### src/rtl/instr_fetch_stage.sv
// rtl/instr_fetch_stage.sv - PC owner, imem request/valid handshake, IF/ID register with one-entry skid
// Optional performance counters are compiled in with FETCH_PERF_EN.
module instr_fetch_stage #(
  parameter logic [31:0] RESET_PC = 32'h0000_0000
`ifdef FETCH_PERF_EN
  , parameter int PERF_W = 16
`endif
) (
  input  logic        clk,
  input  logic        rst,
  output logic        imem_req,
  output logic [31:0] imem_addr,
  input  logic [31:0] imem_rdata,
  input  logic        imem_valid,
  input  logic        stall,
  input  logic        redirect,
  input  logic [31:0] redirect_pc,
  output logic        if_valid,
  output logic [31:0] if_instr,
  output logic [31:0] if_pc_plus4,
  output logic [5:0]  instr_op
`ifdef FETCH_PERF_EN
  , output logic [PERF_W-1:0] perf_fetches
  , output logic [PERF_W-1:0] perf_stall_cycles
`endif
);

  typedef enum logic [1:0] {FETCH, HOLD, DRAIN} state_t;

  state_t      state, state_n;
  logic [31:0] pc, pc_n, pc_plus4;
  logic [31:0] skid_instr, skid_instr_n, skid_pc4, skid_pc4_n;
  logic [31:0] if_instr_n, if_pc4_n;
  logic        if_valid_n;

  assign pc_plus4  = pc + 32'd4;
  assign imem_req  = (state == FETCH) && !rst;
  assign imem_addr = pc;
  assign instr_op  = if_instr[31:26];

  always_ff @(posedge clk or posedge rst) begin
    if (rst) begin
      state       <= FETCH;
      pc          <= RESET_PC;
      if_valid    <= 1'b0;
      if_instr    <= '0;
      if_pc_plus4 <= '0;
      skid_instr  <= '0;
      skid_pc4    <= '0;
    end else begin
      state       <= state_n;
      pc          <= pc_n;
      if_valid    <= if_valid_n;
      if_instr    <= if_instr_n;
      if_pc_plus4 <= if_pc4_n;
      skid_instr  <= skid_instr_n;
      skid_pc4    <= skid_pc4_n;
    end
  end

  always_comb begin
    state_n      = state;
    pc_n         = pc;
    if_valid_n   = if_valid;
    if_instr_n   = if_instr;
    if_pc4_n     = if_pc_plus4;
    skid_instr_n = skid_instr;
    skid_pc4_n   = skid_pc4;
    if (redirect) begin
      // Any response still owed by memory must be swallowed before refetching.
      pc_n         = redirect_pc;
      if_valid_n   = 1'b0;
      if_instr_n   = '0;
      if_pc4_n     = '0;
      skid_instr_n = '0;
      skid_pc4_n   = '0;
      state_n      = ((state != HOLD) && !imem_valid) ? DRAIN : FETCH;
    end else begin
      if (if_valid && !stall) if_valid_n = 1'b0;
      unique case (state)
        FETCH: begin
          if (imem_valid) begin
            pc_n = pc_plus4;
            if (!if_valid || !stall) begin
              if_valid_n = 1'b1;
              if_instr_n = imem_rdata;
              if_pc4_n   = pc_plus4;
            end else begin
              skid_instr_n = imem_rdata;
              skid_pc4_n   = pc_plus4;
              state_n      = HOLD;
            end
          end
        end
        HOLD: begin
          if (!stall) begin
            if_valid_n = 1'b1;
            if_instr_n = skid_instr;
            if_pc4_n   = skid_pc4;
            state_n    = FETCH;
          end
        end
        DRAIN: begin
          if (imem_valid) state_n = FETCH;
        end
        default: state_n = FETCH;
      endcase
    end
  end

`ifdef FETCH_PERF_EN
  logic fetch_taken;
  assign fetch_taken = imem_valid && !redirect && (state == FETCH);

  always_ff @(posedge clk or posedge rst) begin
    if (rst) begin
      perf_fetches      <= '0;
      perf_stall_cycles <= '0;
    end else begin
      if (fetch_taken && (perf_fetches != '1))
        perf_fetches <= perf_fetches + PERF_W'(1);
      if (if_valid && stall && (perf_stall_cycles != '1))
        perf_stall_cycles <= perf_stall_cycles + PERF_W'(1);
    end
  end
`endif

endmodule

### config.mk
export PLATFORM = sky130hd
export DESIGN_NAME = instr_fetch_stage
export DESIGN_NICKNAME = d
export VERILOG_FILES = /design/src/rtl/instr_fetch_stage.sv
export SDC_FILE = /design/constraint.sdc
export NUM_CORES = 1
export LEC_CHECK = 0
export ABC_AREA = 1
export BUFFER_PORTS_ARGS = -buffer_cell sky130_fd_sc_hd__buf_2
export CORE_UTILIZATION = 35
export DETAILED_ROUTE_END_ITERATION = 10
export PLACE_DENSITY = 0.56
export SETUP_SLACK_MARGIN = 0.02
export SLEW_MARGIN = 40
export SYNTH_ARGS = -nofsm -noshare
export SYNTH_HDL_FRONTEND = slang
export SYNTH_SLANG_ARGS = --single-unit
export TNS_END_PERCENT = 50
### constraint.sdc
create_clock -name clk -period 5.5 [get_ports clk]
set_clock_uncertainty 0.05 [all_clocks]
set_input_delay 1.375 -clock clk [delete_from_list [all_inputs] [get_ports clk]]
set_output_delay 1.375 -clock clk [all_outputs]
set_load 0.01 [all_outputs]
==> results of run 1 <==
-- final timing paths --
| kind | endpoint | cells after the start | slack (ns) |
|---|---|---|---|
| max | if_instr[23] | 8 | 1.81 |
| min | skid_pc4[3] | 2 | 0.42 |
| max reg2reg | skid_instr[0] | 9 | 2.81 |
| min reg2reg | skid_pc4[3] | 2 | 0.42 |
| max in group asynchronous | skid_instr[20] | 3 | 3.69 |
| min in group asynchronous | if_instr[9] | 2 | 0.82 |
-- sequential cells by signal, indices dropped and copies added, names as in the netlist --
register / flops
if_instr: 32
if_pc_plus4: 32
imem_addr: 32
skid_instr: 32
skid_pc4: 32
state: 2
if_valid: 1
-- metrics by stage --
step / hold slack [ns] / power [uW] / utilization, % / setup slack (ns)
2_1_floorplan: 0.387 / 1740 / - / 2.00
3_3_place_gp: 0.402 / 1960 / 40.2 / 1.49
3_5_place_dp: 0.410 / 1970 / 40.2 / 1.39
4_1_cts: 0.427 / 3100 / 42.6 / 1.83
5_1_grt: 0.446 / 3220 / 42.6 / 1.65
6_report: 0.424 / 3060 / 42.6 / 1.81
-- worst min-delay path, stage by stage, from the launching register on --
cell	delay, ns
dfrtp_1	0.34
nand2_1	0.05
nand2_1	0.05
-- per-layer routing --
metal,GRT usage [%],vias up,wire [um]
li1,-,3734,-
met1,29.0,3489,11600
met5,0,-,0
met3,2.80,13,1140
met2,32.2,203,10500
met4,4.81,0,177
-- cells in the final DEF (no fill, tap or decap), drive strengths merged, types with 3 or more instances in the layout --
cell,synthesis,final
nand3,90,90
xor2,4,4
a21oi,8,8
o21ai,149,149
nand2,408,408
clkbuf,18,20
nand4,9,9
clkinvlp,0,3
nor2,83,83
mux2i,4,4
dfrtp,163,163
buf,39,182
inv,97,101
clkinv,0,5
-- cell usage after synthesis --
cell type,n
buf_4,10
nand4_1,9
buf_1,3
nor2_2,2
clkbuf_1,18
dfrtp_1,163
o21bai_1,2
nand3_1,90
nand3b_1,2
o31ai_1,1
nor2_1,78
inv_1,89
o21ai_1,25
nand2_4,1
a21oi_1,8
ha_1,1
nor2_4,3
a22oi_1,2
nand2_2,3
or2_2,2
o211ai_1,1
mux2i_1,4
xnor2_1,2
inv_2,8
o21ai_0,124
xor2_1,4
nor3_1,1
and2_1,1
nand2_1,404
buf_2,20
buf_6,6
-- final cells by class --
| class | count | area [um2] |
|---|---|---|
| clock buffers | 20 | 457 |
| clock inverters | 12 | 93.8 |
| fillers | 2416 | 13000 |
| inverters | 97 | 368 |
| multi-input cells | 770 | 3370 |
| flip-flops and latches | 163 | 4080 |
| well taps | 285 | 357 |
| repair buffers | 182 | 952 |
-- cells by family (layout without fill, tap and decap cells) --
kind of cell,count (synthesis),count (layout),synth area share [%]
AOI/OAI and AO/OA,163,163,10.2
xor gates and xnor gates,6,6,0.646
adders and majority gates,1,1,0.154
buffers and inverters,154,311,8.43
DFF,163,163,50.2
muxes,4,4,0.492
and+or+nand+nor,596,596,29.9
-- power breakdown --
part | switching [uW] | internal [uW] | leakage, uW
clock | 516 | 609 | 0.000269
sequential | 98.3 | 1310 | 0.00213
combinational | 343 | 185 | 0.00282
total | 957 | 2110 | 0.00522
==> Implementation_results.wiki, run 1 <==
{| class="wikitable"
! Metric !! Value
|-
| Final WL || roughly 23,000 um
|-
| Max-slew headroom at the worst pin || 45.5%
|-
| Hold Violations, Final || 0
|-
| Post-Syn Instances || between 1,000 and 1,500
|-
| Yosys reg bits || 163
|-
| CTS resizes || 0
|-
| WS Path Type || primary input to flip-flop
|-
| Critical register-to-register path startpoint || state[1]
|-
| Effective utilization at floorplan || 35.8%
|-
| Clock tree from TritonCTS || yes
|-
| DR vias || 7,439
|-
| Maximum vdd drop || between 0.15 and 0.2 mV
|-
| Via count of the first global-routing pass || roughly 7,000
|-
| Total number of H-tree levels || 4
|-
| Total number of nets in the final design || 1,301
|-
| Antenna Violating Nets Remaining || 0
|-
| Transition time of the tightest slew-check pin || roughly 0.82 ns
|-
| DRC Markers || 0
|-
| Yosys warns || 0
|-
| Chip height || 154 um
|-
| Last weighted congestion value of the routability-driven placer || 0.865
|-
| Pre-antenna DRT Iters || 6
|-
| Crit path capture type || flip-flop
|-
| Count of clock tree sinks || 163
|-
| CTS buffer count || 17
|-
| Final antenna diode count || 0
|-
| First-pass GRT wire length || approximately 37,000 um
|-
| Crit path cell chain || buf_2 > inv_2 > nand3_1 > nand2_1 > inv_2 > nand3_2 > buf_4 > o21ai_0
|-
| Number of buffers and inverters on the critical path || 4
|-
| All-Layer GR Usage || a little over 20%
|-
| Port Buffer Count || 172
|-
| Setup TNS Final || 0 ns
|-
| Drt wl/cell || about 15 um
|-
| Leading post-synthesis cells by cell area || dfrtp_1 (50%), nand2_1 (19%), o21ai_0 (7.6%)
|-
| Final HPWL from detailed placement || 16,200 um
|-
| Startpoint type of the worst setup path || primary input
|-
| Largest net degree at the start of global routing || 76
|-
| Data required time at the worst endpoint || about 5.8 ns
|-
| Run status || complete, no violations
|-
| Achievable frequency || 0.271 GHz
|-
| Final standard cell area without fillers || between 9000 and 10,000 um2
|-
| Cell area power density || 317 nW/um2
|-
| Floorplan Core Area || between 20,000 and 25,000 um2
|-
| Cell row count || between 50 and 60
|-
| Die extent in x || ~150 um
|-
| Worst Setup SP || redirect
|-
| Die Outline Area || 23,800 um2
|-
| Proportion of layout cells with a drive suffix above 1 || 18.8%
|-
| Period utilisation layout || approximately 67%
|-
| Count of pins on the block boundary || 173
|-
| Postcts setup bufs || 0
|-
| GRT Residual Overflow || 0
|-
| Iteration-0 DRC count of the detailed router || 547
|-
| Leakage power || 0.00522 uW
|-
| Largest stage delay on the critical path || 0.62 ns
|-
| Post-synthesis cell type count || 31
|-
| Gate family responsible for the most delay along the worst path || buffers and inverters
|-
| Synthesized Nets || 1,157
|-
| Cell Area, Synth || 8130 um2
|-
| Area leader, netlist || dfrtp_1
|-
| Number of standard cells in the final layout excluding fillers || 1,529
|-
| Antenna violations before repair || 0
|-
| Clock transition time at the flip-flop clock pins of the worst setup and hold paths || 0.07 ns
|-
| Root Driver || clkbuf_16
|-
| Most common cell type on the critical path || inv_2
|-
| Worst hold path type || flip-flop to flip-flop
|-
| Maxcap violations || 0
|-
| Placement-stage cell area || 9120 um2
|-
| Beginning of the worst hold path || skid_pc4[3]
|-
| Synth top area share || approximately half
|-
| Shortest period the worst path allows || 3.69 ns
|-
| Per-instance average area after synthesis || 7.48 um2
|-
| Buffers from clock root to sink, at most || 2
|-
| Number of buffers inserted by hold repair at cts || 0
|-
| Clock network latency to the later pin of the worst-skew pair || 0.43 ns
|-
| Max Fanout on Critical Path || 40
|-
| Area growth syn-to-layout || 19.0%
|-
| Vias per inst || between 4 and 5
|-
| Critical-path cell with the highest stage delay || buf_2
|-
| Placed cell count || 1,497
|-
| Sequential cell area fraction in the yosys report || 50.2%
|-
| Number of failing setup endpoints in the final timing report || 0
|-
| Unrepaired setup endpoints after global routing || false
|-
| Max Slew Vio Count || 0
|-
| Worst path arrival time || 3.98 ns
|}
(Power assumes the default switching activity.)
==> inputs of run 2 (changes only) <==
==> constraint.sdc (replaced) <==
create_clock -name clk -period 3.3 [get_ports clk]
set_clock_uncertainty 0.05 [all_clocks]
set_input_delay 0.825 -clock clk [delete_from_list [all_inputs] [get_ports clk]]
set_output_delay 0.825 -clock clk [all_outputs]
set_load 0.01 [all_outputs]
==> Implementation_results.wiki, run 2 (synthesis results as in run 1) <==
{| class="wikitable"
! Metric !! Value
|-
| Port Buffer Count || 172
|-
| Max Slew Vio Count || 0
|-
| Setup TNS Final || 0 ns
|-
| Number of failing setup endpoints in the final timing report || 0
|-
| Layout fillers || 2,391
|-
| Final standard cell area without fillers || 9790 um2
|-
| Postcts setup bufs || 0
|-
| Largest stage delay on the critical path || around 0.57 ns
|-
| Worst path arrival time || 2.75 ns
|-
| Effective utilization at floorplan || around 36%
|-
| Placement-stage cell area || 9200 um2
|-
| Number of buffers and inverters on the critical path || 3
|-
| Transition time of the tightest slew-check pin || 0.711 ns
|-
| Highest-count cells in the layout ignoring fill and taps || nand2_1 (404), buf_2 (172), dfrtp_1 (163)
|-
| Unrepaired setup endpoints after global routing || false
|-
| Number of buffers inserted by hold repair at cts || 0
|-
| Most common cell after layout, fill and taps aside || nand2_1
|-
| Total number of nets in the final design || 1,305
|-
| Count of pins on the block boundary || 173
|-
| Maxcap violations || 0
|-
| Antenna violations before repair || 0
|-
| Number of logic stages on the critical path including buffering || 7
|-
| Root Driver || clkbuf_16
|-
| First-pass GRT wire length || 37,900 um
|-
| Pwr Total || 5200 uW
|-
| Critical-path cell with the highest stage delay || clkinv_2
|-
| Cell row count || 55
|-
| Shortest period the worst path allows || 2.46 ns
|-
| DRC Markers || 0
|-
| Clock network latency to the later pin of the worst-skew pair || 0.43 ns
|-
| CTS buffer count || 17
|-
| Proportion of layout cells with a drive suffix above 1 || 19.2%
|-
| Data required time at the worst endpoint || 3.58 ns
|-
| Via count of the first global-routing pass || a little over 7,000
|-
| Worst slack, placed || 0.820 ns
|-
| Total number of H-tree levels || 4
|-
| Drt wl/cell || around 15 um
|-
| Last weighted congestion value of the routability-driven placer || 0.863
|-
| Area growth syn-to-layout || 20.4%
|-
| Crit path capture type || flip-flop
|-
| Die Outline Area || 23,800 um2
|-
| Cell area power density || around 530 nW/um2
|-
| Clock transition time at the flip-flop clock pins of the worst setup and hold paths || ~0.070 ns
|-
| Die extent in x || between 150 and 200 um
|-
| Max Fanout on Critical Path || 65
|-
| Count of clock tree sinks || approximately 160
|-
| Final WL || 23,200 um
|-
| Final antenna diode count || 0
|-
| Buffers from clock root to sink, at most || 2
|-
| Startpoint type of the worst setup path || flip-flop
|-
| Floorplan Core Area || 22,700 um2
|-
| GRT Residual Overflow || 0
|-
| WS Path Type || flip-flop to flip-flop
|-
| Most common cell type on the critical path || o21ai_0
|-
| R2R cell count || 7
|-
| Achievable frequency || between 0.4 and 0.5 GHz
|-
| Max-slew headroom at the worst pin || 52.6%
|-
| Pre-antenna DRT Iters || 5
|-
| Chip height || 154 um
|-
| Final HPWL from detailed placement || between 15,000 and 20,000 um
|-
| All-Layer GR Usage || 20.4%
|-
| Run status || complete, no violations
|-
| Setup slack of the critical path after layout || 0.837 ns
|-
| Hold Violations, Final || 0
|-
| Antenna Violating Nets Remaining || 0
|-
| DR vias || 7,391
|-
| Gate family responsible for the most delay along the worst path || buffers and inverters
|-
| Iteration-0 DRC count of the detailed router || 441
|-
| CTS resizes || 0
|-
| Largest net degree at the start of global routing || between 60 and 70
|-
| Vias per inst || 4.82
|-
| Maximum vdd drop || 0.314 mV
|-
| Leakage power || 0.00527 uW
|-
| Crit path cell chain || nor2_4 > buf_4 > clkinv_2 > buf_12 > nand2_1 > o21ai_0 > o21ai_0
|-
| Post-layout utilization of the core || 43.1%
|-
| Period utilisation layout || 74.6%
|-
| Worst hold path type || primary input to asynchronous set/reset pin
|-
| Clock tree from TritonCTS || yes
|}
-- run 2: worst paths after layout --
check,from,endpoint,slack (ns)
setup / recovery,state[1],if_instr[30],0.84
hold / removal,rst,state[1],0.31
setup reg to reg,state[1],if_instr[30],0.84
hold reg to reg,if_pc_plus4[26],if_pc_plus4[26],0.42
max in group asynchronous,rst,if_instr[6],2.31
min in group clk,if_pc_plus4[26],if_pc_plus4[26],0.42
-- run 2: report_power, final --
group          switching, uW  leakage [uW]  internal [uW]  total [uW]
Clock                    897      0.000275           1060        1960
Sequential               157       0.00213           2190        2340
Combinational            577       0.00287            320         897
Total                   1630       0.00527           3570        5200
-- run 2: area by class of cell --
| type | count | area, um2 | share of cell area (%) |
|---|---|---|---|
| Clock buffer | 17 | 425 | 4.34 |
| Clock inverter | 15 | 146 | 1.50 |
| Inverter | 97 | 372 | 3.80 |
| Multi-Input combinational cell | 770 | 3370 | 34.4 |
| Sequential cell | 163 | 4080 | 41.7 |
| Tap cell | 285 | 357 | 3.64 |
| Timing Repair Buffer | 186 | 1040 | 10.6 |
-- run 2: layer usage --
layer / vias up / track usage (%) / wire length (um)
met4: 0 / 6.51 / 293
met5: - / 0 / 0
met2: 192 / 30.8 / 10500
li1: 3736 / - / -
met3: 18 / 3.64 / 1010
met1: 3445 / 29.5 / 11400
-- run 2: through the flow --
stage                     std cells  hold slack [ns]
after global routing           1533            0.308
after CTS                      1532            0.421
after detailed placement       1500            0.405
final                          1533            0.309
after floorplan                1087            0.387
after global placement         1500            0.400
